File: src/rtl/pipe_stage_skid.sv
// Valid/ready pipeline stage with a one-entry skid register, synchronous flush and saturating stall counter.
// Latency 1 cycle; in_ready, out_valid and out_data are decoded from flops, so there is no ready-to-ready combinational path.
module pipe_stage_skid #(
    parameter int                DATA_W  = 72,
    parameter logic [DATA_W-1:0] RST_VAL = '0,
    parameter int                CNT_W   = 16
) (
    input  logic              clk,
    input  logic              rst,
    input  logic              flush,
    input  logic              in_valid,
    output logic              in_ready,
    input  logic [DATA_W-1:0] in_data,
    output logic              out_valid,
    input  logic              out_ready,
    output logic [DATA_W-1:0] out_data,
    output logic [1:0]        occupancy,
    output logic [CNT_W-1:0]  stall_cycles
);

    // The encoding equals the number of held entries, so occupancy is the state itself.
    typedef enum logic [1:0] {
        EMPTY = 2'd0,
        ONE   = 2'd1,
        FULL  = 2'd2
    } state_t;

    state_t            state;
    state_t            state_nxt;
    logic [DATA_W-1:0] main_data;
    logic [DATA_W-1:0] skid_data;
    logic              in_fire;
    logic              out_fire;
    logic              load_main_in;
    logic              load_main_skid;
    logic              load_skid;

    assign in_ready  = (state != FULL);
    assign out_valid = (state != EMPTY);
    assign out_data  = main_data;
    assign occupancy = state;

    assign in_fire  = in_valid & in_ready;
    assign out_fire = out_valid & out_ready;

    always_ff @(posedge clk or posedge rst) begin
        if (rst) begin
            state <= EMPTY;
        end else begin
            state <= state_nxt;
        end
    end

    always_comb begin
        state_nxt      = state;
        load_main_in   = 1'b0;
        load_main_skid = 1'b0;
        load_skid      = 1'b0;
        case (state)
            EMPTY: begin
                if (in_fire) begin
                    load_main_in = 1'b1;
                    state_nxt    = ONE;
                end
            end
            ONE: begin
                if (in_fire && out_fire) begin
                    load_main_in = 1'b1;
                end else if (in_fire) begin
                    load_skid = 1'b1;
                    state_nxt = FULL;
                end else if (out_fire) begin
                    state_nxt = EMPTY;
                end
            end
            FULL: begin
                if (out_fire) begin
                    load_main_skid = 1'b1;
                    state_nxt      = ONE;
                end
            end
            default: state_nxt = EMPTY;
        endcase
        // Flush kills everything held, including a bundle accepted this cycle; data flops keep their contents.
        if (flush) begin
            state_nxt      = EMPTY;
            load_main_in   = 1'b0;
            load_main_skid = 1'b0;
            load_skid      = 1'b0;
        end
    end

    always_ff @(posedge clk or posedge rst) begin
        if (rst) begin
            main_data <= RST_VAL;
            skid_data <= RST_VAL;
        end else begin
            if (load_main_in) begin
                main_data <= in_data;
            end else if (load_main_skid) begin
                main_data <= skid_data;
            end
            if (load_skid) begin
                skid_data <= in_data;
            end
        end
    end

    always_ff @(posedge clk or posedge rst) begin
        if (rst) begin
            stall_cycles <= '0;
        end else if (out_valid && !out_ready && (stall_cycles != {CNT_W{1'b1}})) begin
            stall_cycles <= stall_cycles + CNT_W'(1);
        end
    end

endmodule

File: config.mk
export PLATFORM = sky130hd
export DESIGN_NAME = pipe_stage_skid
export DESIGN_NICKNAME = d
export VERILOG_FILES = /design/src/rtl/pipe_stage_skid.sv
export SDC_FILE = /design/constraint.sdc
export NUM_CORES = 1
export LEC_CHECK = 0
export CAP_MARGIN = 10
export CORE_MARGIN = 1.5
export CORE_UTILIZATION = 48
export CTS_CLUSTER_SIZE = 25
export DETAILED_ROUTE_END_ITERATION = 16
export HOLD_SLACK_MARGIN = 0.05
export PLACE_DENSITY = 0.78
export SLEW_MARGIN = 0
export SYNTH_ARGS = -nofsm -noshare
export SYNTH_HDL_FRONTEND = slang
export SYNTH_SLANG_ARGS = --single-unit
File: constraint.sdc
create_clock -name clk -period 8.3 [get_ports clk]
set_clock_uncertainty 0.2 [all_clocks]
set_input_delay 1.66 -clock clk [delete_from_list [all_inputs] [get_ports clk]]
set_output_delay 1.66 -clock clk [all_outputs]
set_load 0.005 [all_outputs]
======== Word level (Yosys, flattened, before mapping) ========
Cells that the tools add are included.
storage, ports and cells
  register bits ........................... 162
  output and inout bits ................... 92
  word-level logic and storage cells ...... 42
cells by class
  add/subtract/negate cells ............... 1
  eq/ne operators ......................... 8
  multiplexer cells ....................... 19
  bitwise gates (word level) .............. 2
  reductions and logical operators ........ 8
operators with widths
  cell                                           number
  2-to-1 mux 72 bit                              2
  adder 16 x 1 -> 16 bit, second input constant  1
  inequality test 16 bit, second input constant  1
  2-to-1 mux 2 bit                               6
  2-to-1 mux 1 bit                               9
  inequality test 3 bit, second input constant   3
  case mux 2 bit (3 select lines)                1
  inequality test 4 bit, second input constant   1
  AND reduction 4 bit                            1
  nonzero test 2 bit                             2
  logical AND 1 bit                              3
  AND 1 bit                                      2
  == test 2 x 1 -> 1 bit, second input constant  1
  == test 2 bit, second input constant           1
  zero test 2 bit                                1
  inequality test 2 bit, second input constant   1
  case mux 1 bit (2 select lines)                1
  zero test 1 bit                                1

======== Logic depth before layout (Yosys ltp) ========
Gate-level depths: netlist (run 1).
  word-level depth ........................ 7
  gate-level depth with buffers ........... 6
  depth with buffers taken out ............ 5

======== Worst setup path before layout (run 1) ========
No wires, ideal clock.
  kind .................................... input to register
  start point ............................. in in_valid
  end point ............................... reg main_data[20] (netlist: out_data[20])
  setup time .............................. 0.125 ns
  data arrival time ....................... 2.741 ns
  slack ................................... 5.234 ns
  stages on the path ...................... 5
  cells stage by stage .................... nor3b_2 -> nand2_2 -> buf_2 -> mux2_2 -> mux2_2
between the ends
  cells in the longest elaborated chain, start to end .. 6
  elaborated cells between the ends (all ways) .. 8
  those cells by class .................... 5 x mux; 1 x bitwise; 2 x reduce/logical
RTL lines
  item                                                     RTL line  RTL
  start: declaration                                       11        input logic in_valid,
  AND 1 bit (*)                                            43        assign in_fire = in_valid & in_ready;
  logical AND 1 bit                                        67        if (in_fire && out_fire) begin
  2-to-1 mux 1 bit                                         67
  case mux 1 bit (2 select lines) (*)                      59        case (state)
  2-to-1 mux 1 bit (*)                                     85        if (flush) begin
  2-to-1 mux 72 bit or nonzero test 2 bit (tied branches)  -
  end signal: assignment                                   99        main_data <= in_data;
  end signal: assignment                                   101       main_data <= skid_data;
  end: declaration                                         30        logic [DATA_W-1:0] main_data;
Every way passes the cells marked *; elsewhere a longest branch is shown, timed or not.
A chain may end at the register's enable or synchronous reset.

======== Worst setup path after layout (run 1) ========
  start point ............................. in in_valid
  end point ............................... reg main_data[59] (netlist: out_data[59])
The elaborated chain is that of the path after synthesis.

==> impl_metrics.yaml, run 1 <==
finish:
  layout_common_cells: "mux2_2, clkdlybuf4s50_1, dfrtp_1"
  antenna-diode-count: 0
  drive_gt1_frac: 0.373
  syn2layout_area_growth_pct: 34.7
  fill_cells: 1075
  fin_nets: 721
  fin_cells: 839
  final_common_cell: "mux2_2"
  stdcell_area_mm2: 0.00955
yosys:
  synth-seq-cells: 162
  seq_area_frac_synth: 0.572
  synth_area_mm2: 0.00709
  syn-num-nets: 555
  syn-instance-count: 477
  synth_warnings: 0
  synth_cell_types: 34
  synth_area_per_cell_um2: 14.9
placement:
  place_ws_ns: 3.86
  placed_area_mm2: 0.00894
  port_buffers: 168
  place_inst: 808
  gp_congestion: 0.785
  place_hpwl_um: 9510
critical_path:
  r2r_end: "out_data[59]$_DFFE_PP0P_"
  timing.rr.start: "occupancy[1]$_DFFE_PP0P_"
  crit_path_start_kind: "input pin"
  ff2ff_path_depth: 4
  cp_num_buf_inv: 1
  reg2reg_slack_ns: 5.67
  critPathCaptureType: "register"
  cp_max_fo: 72
  critical_path.slowest_cell: "nand2_4"
  cpPeakStageDelay_ns: 0.61
  critPathArrivalTime_ns: 4.05
  crit_type: "input pin to register"
  critPathTopFamily: "simple AND/OR/NAND/NOR gates"
  critical_path_depth: 5
  crit_chain: "clkdlybuf4s50_1, nor3b_2, nand2_4, mux2_1, mux2_2"
  required_ns: 8.41
sta:
  setup_slack_ns: 4.36
  tightest_slew_ns: 1.07
  rsz0062_at_grt: "no"
  timing.final.crit_share: 0.475
  finalHoldViolCount: 0
  fmax_mhz: 254
  final_max_slew_viol_count: 0
  min_period_ns: 3.94
  relSlewSlack: 0.286
  setup_violations: 0
  finalSetupTns_ns: 0
hold_path:
  hold_path_class: "register to register"
  min-delay-start: "skid_data[2]$_DFFE_PP0P_"
  hold_depth: 1
  worstHoldEndpoint: "skid_data[2]$_DFFE_PP0P_"
route:
  routed_via_density: 5.30
  drt_pass1_iterations: 4
  drc: 0
  vias: 4445
  wl_per_cell_um: 17.7
  drtAntennaViolNets: 0
  drt-initial-drc-count: 237
  routed_wirelength_um: 14800
global_route:
  grt_pass1_wl_um: 24600
  grt.overflow.total: 0
  grtUsageTotal: 0.202
  grt_max_degree: 85
  grt_pass1_vias: 4860
  antenna_found_initial: 0
clocking:
  clock_sinks: 162
  clk_pin_slew_ns: 0.06
  cts_buffers: 17
  cts_hold_buf: 0
  root_buffer: "clkbuf_16"
  htreeDepth: 4
  clockBufferDepth: 2
  cts_resized: 0
  clock_latency_ns: 0.42
  cts_tree: "built"
  cts_setup_buffers: 0
die:
  rows: 44
  die_x_um: 125
  pin_count: 169
  dieArea_mm2: 0.0155
  initial_core_util: 0.490
  fp.dieH_um: 125
  core_mm2: 0.0145
power_and_ir_drop:
  p_leak_nw: 4.10
  power_per_cell_area_mw_per_mm2: 290
  ir_worst_vdd_uv: 145
outcome:
  status: "complete, no violations"
flow_run:
  maxCapViolCount: 0
## cell usage after synthesis, drive strengths merged
library cell | count | area, um^2
nand3 | 10 | 50.1
nor2 | 4 | 15.0
and3 | 3 | 18.8
and4 | 2 | 17.5
buf | 22 | 110
o2111ai | 1 | 8.76
a31oi | 2 | 12.5
or2 | 1 | 6.26
nand2b | 2 | 12.5
xor2 | 3 | 26.3
a21oi | 3 | 15.0
o311ai | 1 | 8.76
and2 | 1 | 6.26
nor3b | 1 | 12.5
o21bai | 2 | 15.0
mux2i | 1 | 10.0
o21ai | 5 | 25.0
nor4 | 4 | 25.0
nand2 | 4 | 17.5
o21a | 3 | 22.5
o211ai | 2 | 15.0
clkbuf | 1 | 3.75
or3 | 1 | 6.26
dfrtp | 162 | 4050
a211oi | 1 | 7.51
inv | 5 | 18.8
nor3 | 3 | 15.0
nand4 | 2 | 12.5
ha | 1 | 12.5
xnor2 | 6 | 52.6
and4bb | 1 | 12.5
mux2 | 217 | 2440
## kinds of logic after synthesis
family,Yosys count,share of synthesized area
AOI/OAI and AO/OA,20,0.0184
xor gates and xnor gates,9,0.0111
adders and majority gates,1,0.00176
buffers and inverters,28,0.0187
DFF,162,0.572
muxes,218,0.346
and+or+nand+nor,39,0.0321
## cell type report
type,instances,area (um^2),share of cell area
Inverter,5,23.8,0.00249
Timing Repair Buffer,170,1700,0.178
Multi-Input combinational cell,287,2930,0.307
Clock inverter,14,188,0.0197
Tap cell,184,230,0.0241
Sequential cell,162,4050,0.425
Clock buffer,17,425,0.0445
## metrics by stage
stage	power, mW	hold slack [ns]	utilization
detailed placement	1.97	0.288	0.617
CTS	2.80	0.305	0.660
global placement	1.93	0.279	0.617
floorplan	1.53	0.274	-
finish	2.77	0.303	0.660
global route	2.92	0.313	0.660
## flip-flops by register name, summed over array words and instances (netlist names)
name	flops
occupancy	2
skid_data	72
stall_cycles	16
out_data	72
## power breakdown
group,leakage [nW],switching [mW],internal (mW)
combinational,1.79,0.231,0.541
sequential,2.00,0.142,1.04
clock,0.303,0.317,0.501
## layer usage
layer | share of wire | track usage | vias up
met3 | 0.052 | 0.0623 | 23
met1 | 0.43 | 0.245 | 2251
met4 | 0.022 | 0.0838 | 0
met2 | 0.50 | 0.334 | 113
li1 | - | - | 2058
met5 | 0 | 0 | -
## worst max path at each step
stage	start	to
2_1_floorplan	rst	occupancy[0]$_DFFE_PP0P_
3_3_place_gp	in_valid	skid_data[24]$_DFFE_PP0P_
3_5_place_dp	in_valid	skid_data[33]$_DFFE_PP0P_
4_1_cts	in_valid	skid_data[57]$_DFFE_PP0P_
5_1_grt	in_valid	skid_data[35]$_DFFE_PP0P_
6_report	in_valid	out_data[59]$_DFFE_PP0P_
(Power assumes the default switching activity.)
==> run 2, diff against run 1 <==
--- a/config.mk
+++ b/config.mk
@@ -7,11 +7,11 @@
 export LEC_CHECK = 0
 export CAP_MARGIN = 10
 export CORE_MARGIN = 1.5
-export CORE_UTILIZATION = 48
+export CORE_UTILIZATION = 45
 export CTS_CLUSTER_SIZE = 25
 export DETAILED_ROUTE_END_ITERATION = 16
 export HOLD_SLACK_MARGIN = 0.05
-export PLACE_DENSITY = 0.78
+export PLACE_DENSITY = 0.76
 export SLEW_MARGIN = 0
 export SYNTH_ARGS = -nofsm -noshare
 export SYNTH_HDL_FRONTEND = slang
==> constraint.sdc (replaced) <==
create_clock -name clk -period 3.2 [get_ports clk]
set_clock_uncertainty 0.2 [all_clocks]
set_input_delay 0.64 -clock clk [delete_from_list [all_inputs] [get_ports clk]]
set_output_delay 0.64 -clock clk [all_outputs]
set_load 0.005 [all_outputs]
==> impl_metrics.yaml, run 2 (synthesized netlist as in run 1, its figures left out) <==
outcome:
  status: "complete, no violations"
sta:
  min_period_ns: 2.53
  setup_slack_ns: 0.669
  relSlewSlack: 0.580
  setup_violations: 0
  timing.final.crit_share: 0.791
  finalSetupTns_ns: 0
  rsz0062_at_grt: "no"
  fmax_mhz: 395
  tightest_slew_ns: 0.624
  hold_slack_ns: 0.301
  finalHoldViolCount: 0
  final_max_slew_viol_count: 0
global_route:
  antenna_found_initial: 0
  grt_pass1_wl_um: 24700
  grt_pass1_vias: 4965
  grtUsageTotal: 0.193
  grt.overflow.total: 0
  grt_max_degree: 73
route:
  drc: 0
  routed_wirelength_um: 15100
  drt-initial-drc-count: 168
  routed_via_density: 5.14
  vias: 4501
  drt_pass1_iterations: 4
  drtAntennaViolNets: 0
  wl_per_cell_um: 17.3
flow_run:
  maxCapViolCount: 0
critical_path:
  cp_max_fo: 8
  critPathCaptureType: "primary output"
  required_ns: 2.36
  cp_num_buf_inv: 1
  r2r_end: "out_data[54]$_DFFE_PP0P_"
  crit_path_start_kind: "register"
  crit_chain: "or2_2, clkdlybuf4s50_1"
  critPathArrivalTime_ns: 1.69
  critPathTopFamily: "flip-flops"
  timing.rr.start: "occupancy[1]$_DFFE_PP0P_"
  cpPeakStageDelay_ns: 0.47
  critical_path.slowest_cell: "dfrtp_1"
  reg2reg_slack_ns: 1.00
  crit_type: "register to primary output"
  ff2ff_path_depth: 5
clocking:
  cts_buffers: 17
  htreeDepth: 4
  clockBufferDepth: 2
  clock_sinks: 162
  clk_pin_slew_ns: 0.06
  cts_setup_buffers: 0
  cts_tree: "built"
  root_buffer: "clkbuf_16"
  cts_resized: 0
  clock_latency_ns: 0.42
  cts_hold_buf: 0
power_and_ir_drop:
  ir_worst_vdd_uv: 374
  p_total_mw: 7.16
  p_leak_nw: 4.17
  power_per_cell_area_mw_per_mm2: 735
die:
  rows: 45
  core_mm2: 0.0153
  die_x_um: 129
  dieArea_mm2: 0.0165
  fp.dieH_um: 129
  pin_count: 169
  initial_core_util: 0.463
hold_path:
  hold_path_class: "register to register"
  min-delay-start: "skid_data[6]$_DFFE_PP0P_"
  worstHoldEndpoint: "skid_data[6]$_DFFE_PP0P_"
  hold_depth: 1
finish:
  fin_util: 0.636
  fin_cells: 875
  final_common_cell: "mux2_2"
  drive_gt1_frac: 0.377
  antenna-diode-count: 0
  syn2layout_area_growth_pct: 37.3
  fin_nets: 729
  layout_common_cells: "mux2_2, clkdlybuf4s50_1, dfrtp_1"
  stdcell_area_mm2: 0.00973
  fill_cells: 1134
placement:
  place_inst: 843
  placed_area_mm2: 0.00913
  port_buffers: 168
  place_hpwl_um: 10100
  place_ws_ns: 0.298
  gp_congestion: 0.772
[run 2: layout make-up]
type                    instances  area (um^2)  area share
flip-flops and latches        162         4050       0.416
multi-input cells             287         2930       0.301
repair buffers                178         1860       0.191
clock buffers                  23          478      0.0491
well taps                     211          264      0.0271
clock inverters                 9          128      0.0131
inverters                       5         22.5     0.00231
[run 2: routing by layer]
metal | up-vias | wire length [um] | track usage | part of all wire
li1 | 2083 | - | - | -
met1 | 2280 | 6370 | 0.229 | 0.42
met2 | 118 | 7750 | 0.338 | 0.51
met3 | 20 | 735 | 0.0503 | 0.049
met4 | 0 | 259 | 0.0753 | 0.017
met5 | - | 0 | 0 | 0
[run 2: power by group]
part           internal, mW  total, mW  switching, mW
combinational          1.42       2.00          0.586
sequential             2.70       3.08          0.378
clock                  1.29       2.08          0.788
[run 2: how the worst max path moves through the flow]
stage	from	to	slack, ns	cells after the start
detailed placement	in_valid	out_data[57]$_DFFE_PP0P_	0.30	6
floorplan	rst	occupancy[0]$_DFFE_PP0P_	0.30	1
global route	occupancy[0]$_DFFE_PP0P_	out_valid	0.61	2
global placement	in_valid	skid_data[17]$_DFFE_PP0P_	0.36	5
CTS	occupancy[0]$_DFFE_PP0P_	out_valid	0.64	2
finish	occupancy[0]$_DFFE_PP0P_	out_valid	0.67	2
==> run 3, diff against run 2 <==
--- a/config.mk
+++ b/config.mk
@@ -7,11 +7,11 @@
 export LEC_CHECK = 0
 export CAP_MARGIN = 10
 export CORE_MARGIN = 1.5
-export CORE_UTILIZATION = 45
+export CORE_UTILIZATION = 48
 export CTS_CLUSTER_SIZE = 25
 export DETAILED_ROUTE_END_ITERATION = 16
 export HOLD_SLACK_MARGIN = 0.05
-export PLACE_DENSITY = 0.76
+export PLACE_DENSITY = 0.78
 export SLEW_MARGIN = 0
 export SYNTH_ARGS = -nofsm -noshare
 export SYNTH_HDL_FRONTEND = slang
==> constraint.sdc (replaced) <==
create_clock -name clk -period 2.6 [get_ports clk]
set_clock_uncertainty 0.2 [all_clocks]
set_input_delay 0.52 -clock clk [delete_from_list [all_inputs] [get_ports clk]]
set_output_delay 0.52 -clock clk [all_outputs]
set_load 0.005 [all_outputs]
==> impl_metrics.yaml, run 3 (synthesized netlist as in run 1, its figures left out) <==
sta:
  relSlewSlack: 0.640
  finalSetupTns_ns: 0
  hold_slack_ns: 0.299
  min_period_ns: 2.43
  finalHoldViolCount: 0
  final_max_slew_viol_count: 0
  timing.final.crit_share: 0.934
  fmax_mhz: 412
  rsz0062_at_grt: "no"
  setup_violations: 0
  tightest_slew_ns: 0.539
power_and_ir_drop:
  ir_worst_vdd_uv: 641
  p_leak_nw: 4.20
  power_per_cell_area_mw_per_mm2: 906
die:
  initial_core_util: 0.490
  pin_count: 169
  die_x_um: 125
  dieArea_mm2: 0.0155
  core_mm2: 0.0145
  rows: 44
  fp.dieH_um: 125
critical_path:
  cpPeakStageDelay_ns: 0.49
  cp_num_buf_inv: 1
  crit_type: "register to primary output"
  reg2reg_slack_ns: 0.55
  crit_chain: "or2_2, clkdlybuf4s50_1"
  critPathTopFamily: "flip-flops"
  crit_path_start_kind: "register"
  required_ns: 1.88
  critical_path.slowest_cell: "dfrtp_1"
  cp_max_fo: 8
  critPathCaptureType: "primary output"
  critPathArrivalTime_ns: 1.71
placement:
  placed_area_mm2: 0.00913
  port_buffers: 168
  gp_congestion: 0.793
  place_hpwl_um: 10200
  place_inst: 821
clocking:
  cts_hold_buf: 0
  cts_buffers: 17
  cts_setup_buffers: 0
  root_buffer: "clkbuf_16"
  clk_pin_slew_ns: 0.06
  clock_sinks: 162
  htreeDepth: 4
  cts_tree: "built"
  clock_latency_ns: 0.42
  clockBufferDepth: 2
  cts_resized: 0
global_route:
  grt_max_degree: 101
  grtUsageTotal: 0.200
  grt_pass1_wl_um: 24700
  antenna_found_initial: 0
  grt.overflow.total: 0
  grt_pass1_vias: 4929
route:
  wl_per_cell_um: 17.5
  drt-initial-drc-count: 197
  drt_pass1_iterations: 4
  routed_via_density: 5.32
  drc: 0
  routed_wirelength_um: 14900
  drtAntennaViolNets: 0
  vias: 4537
finish:
  drive_gt1_frac: 0.383
  stdcell_area_mm2: 0.00975
  syn2layout_area_growth_pct: 37.5
  final_common_cell: "mux2_2"
  fin_nets: 734
  fin_util: 0.673
  fin_cells: 853
  antenna-diode-count: 0
  layout_common_cells: "mux2_2, clkdlybuf4s50_1, dfrtp_1"
outcome:
  status: "complete, no violations"
flow_run:
  maxCapViolCount: 0
hold_path:
  hold_path_class: "register to register"
## run 3: cell count changes in the layout (fill, tap and decap cells not counted), sizes merged
cell / delta
clkinv: +1
inv: -1
buf: +5
## run 3: layer usage
metal | up-vias | share of wire | GRT usage
met3 | 17 | 0.046 | 0.0541
met4 | 0 | 0.017 | 0.0642
met1 | 2315 | 0.42 | 0.242
li1 | 2083 | - | -
met5 | - | 0 | 0
met2 | 122 | 0.52 | 0.346
## run 3: worst paths after layout
check,cells after the start,startpoint,end
worst max-delay path,2,occupancy[0]$_DFFE_PP0P_,out_valid
worst min-delay path,1,skid_data[49]$_DFFE_PP0P_,skid_data[49]$_DFFE_PP0P_
worst max register to register,5,stall_cycles[0]$_DFFE_PP0P_,stall_cycles[1]$_DFFE_PP0P_
worst min register to register,1,skid_data[49]$_DFFE_PP0P_,skid_data[49]$_DFFE_PP0P_
max in group asynchronous,3,rst,skid_data[37]$_DFFE_PP0P_
min in group asynchronous,3,rst,skid_data[15]$_DFFE_PP0P_
## run 3: layout make-up
type	count	area, um^2
Fill cell	1019	4730
Sequential cell	162	4050
Multi-Input combinational cell	287	2930
Timing Repair Buffer	183	1890
Clock buffer	23	488
Tap cell	184	230
Clock inverter	9	128
Inverter	5	22.5
## run 3: metrics by stage
stage,worst slack [ns],power [mW]
final,0.171,8.83
after floorplan,-0.177,4.87
after detailed placement,0.0111,6.33
after global placement,0.0705,6.20
after global routing,0.109,9.29
after CTS,0.133,8.94
## run 3: power by group
part           leakage (nW)  switching (mW)  internal, mW
registers              2.00           0.472          3.32
clock network         0.307           0.964          1.61
logic                  1.89           0.712          1.75
total                  4.20            2.15          6.69
==> edit (settings of run 1) <==
Make the reset (`rst`) synchronous in 3 clocked blocks.
--- a/src/rtl/pipe_stage_skid.sv
+++ b/src/rtl/pipe_stage_skid.sv
@@ -44,5 +44,5 @@
     assign out_fire = out_valid & out_ready;
 
-    always_ff @(posedge clk or posedge rst) begin
+    always_ff @(posedge clk) begin
         if (rst) begin
             state <= EMPTY;
@@ -91,5 +91,5 @@
     end
 
-    always_ff @(posedge clk or posedge rst) begin
+    always_ff @(posedge clk) begin
         if (rst) begin
             main_data <= RST_VAL;
@@ -107,5 +107,5 @@
     end
 
-    always_ff @(posedge clk or posedge rst) begin
+    always_ff @(posedge clk) begin
         if (rst) begin
             stall_cycles <= '0;
Function: differs if rst is asserted again (counterexample within 4 cycles, from zero or initial values and one cycle with rst high); with rst held inactive, the same outputs for 4 cycles.
==> edit against run 1 <==
Design area decreased by 9.7%. Highest routed layer unchanged. Sequential cell count unchanged. Cell count increased by 27%. Worst setup slack got worse by 180 ps. Area after synthesis decreased by 12%. Routed wire length increased by 14%. Die area decreased by 12%.
Power is not compared: it rests on default switching activity, and its combinational part moved more than twofold at a synthesized area within 25%.
==> edit: results (changes against run 1) <==
- Adder-cell share of the synthesized area: 0.200% (+0.024 points)
- Status: finished clean
- Crit path max fanout: 43 (-40%)
- Post-synthesis compound-gate area fraction: 23.5% (+22 points)
- Total track usage: 24.3% (+4.2 points)
- Hold_ws: 256 ps (-47.2 ps)
- Fin nets: 959 (+33%)
- HPWL Detailed: 10,700 um (+13%)
- Commonest register cell after synthesis: dfxtp_1
- Reg2reg setup slack: 5480 ps (-190 ps)
- Layout cells sized above 1: 5.93% (-31 points)
- Worst slack, placed: 3760 ps (-97.6 ps)
- WP data arrival: 4250 ps (+200 ps)
- FF-to-FF End: skid_data[2]$_SDFFE_PP0P_
- Final period utilization: 49.6% (+2.1 points)
- Hold path depth: 2 (+1)
- Final Cell Area: 0.00863 mm^2 (-9.7%)
- Cell variety after synth: 40 (+18%)
- Wire per inst: 15.9 um (-9.9%)
- TritonRoute pass-1 iters: 5 (+1)
- Peak supply drop: 0.000152 V
- Synthesized area per cell: 8.42 um^2 (-43%)
- Largest net degree at the start of global routing: 91 (+7.1%)
- Synth top area cells: dfxtp_1 52%, nand2_1 13%, a21oi_1 13%
- Clk_lat worst skew: 420 ps (about the same)
- Synth cell count leaders: 223 x nand2_1, 162 x dfxtp_1, 157 x a21oi_1
- Vias per inst: 5.63 (+6.3%)
- Post-synth net total: 820 (+48%)
- Slew headroom: 23.5% (-5.2 points)
- Xor/xnor share of the synthesized area: 0.140% (-0.97 points)
- Drt first-iter violations: 564 (+140%)
- Global-route wire length before repair: 25,800 um (+5.0%)
- Leak: 2.90 nW
- I/O Buffers: 168 (unchanged)
- Hold EP: skid_data[57]$_SDFFE_PP0P_
- R2r startpoint: occupancy[0]$_SDFFE_PP0P_
- Final Non-Filler Cells: 1,066 (+27%)
- Initial antenna violation count: 0 (unchanged)
- Crit path from: out_ready
- # fillers: 1,005 (-6.5%)
- Hold Crit Start: skid_data[57]$_SDFFE_PP0P_
- Placed instance area: 0.00798 mm^2 (-11%)
- Post-synthesis mux area share: 0.681% (-34 points)
- TritonCTS buffer count: 17 (unchanged)
- RePlAce Congestion: 0.852 (+8.6%)
- Post-synthesis async set-or-reset flop share: 0% (-100 points)
- Sequential cell area fraction in the yosys report: 51.9% (-5.3 points)
- Reg2reg path depth: 5 (+1)
- Vias in the first global route: 5,387 (+11%)
- Dpl cells: 1,034 (+28%)
edit: cell types whose count changed after synthesis, moves of 5 or more:
cell	change
dfxtp_1	+162
nand2_1	+220
or3_1	+7
a21oi_1	+154
clkbuf_1	+31
o21ai_1	+5
mux2_2	-203
xnor2_1	-6
mux2_1	-12
a22oi_1	+72
dfrtp_1	-162
o31ai_1	+5
edit: routing by layer:
metal	track usage, %	up-vias	part of all wire [%]	wire length [um]
met2	40.0	257	49	8290
met4	9.24	0	1.4	231
met5	0	-	0	0
li1	-	2863	-	-
met1	30.4	2864	43	7210
met3	7.16	17	7.3	1230
edit: critical path, stage by stage:
cell and delay, ps:
clkdlybuf4s50_1 510, nand2b_1 270, nor3_4 950, buf_4 570, nand2_1 120, a21oi_1 170
edit: layout make-up:
cell class | count | share of cell area (%)
repair buffers | 175 | 20.1
well taps | 172 | 2.49
flip-flops and latches | 162 | 37.6
clock buffers | 24 | 5.82
multi-input cells | 524 | 32.3
inverters | 1 | 0.0435
clock inverters | 8 | 1.71
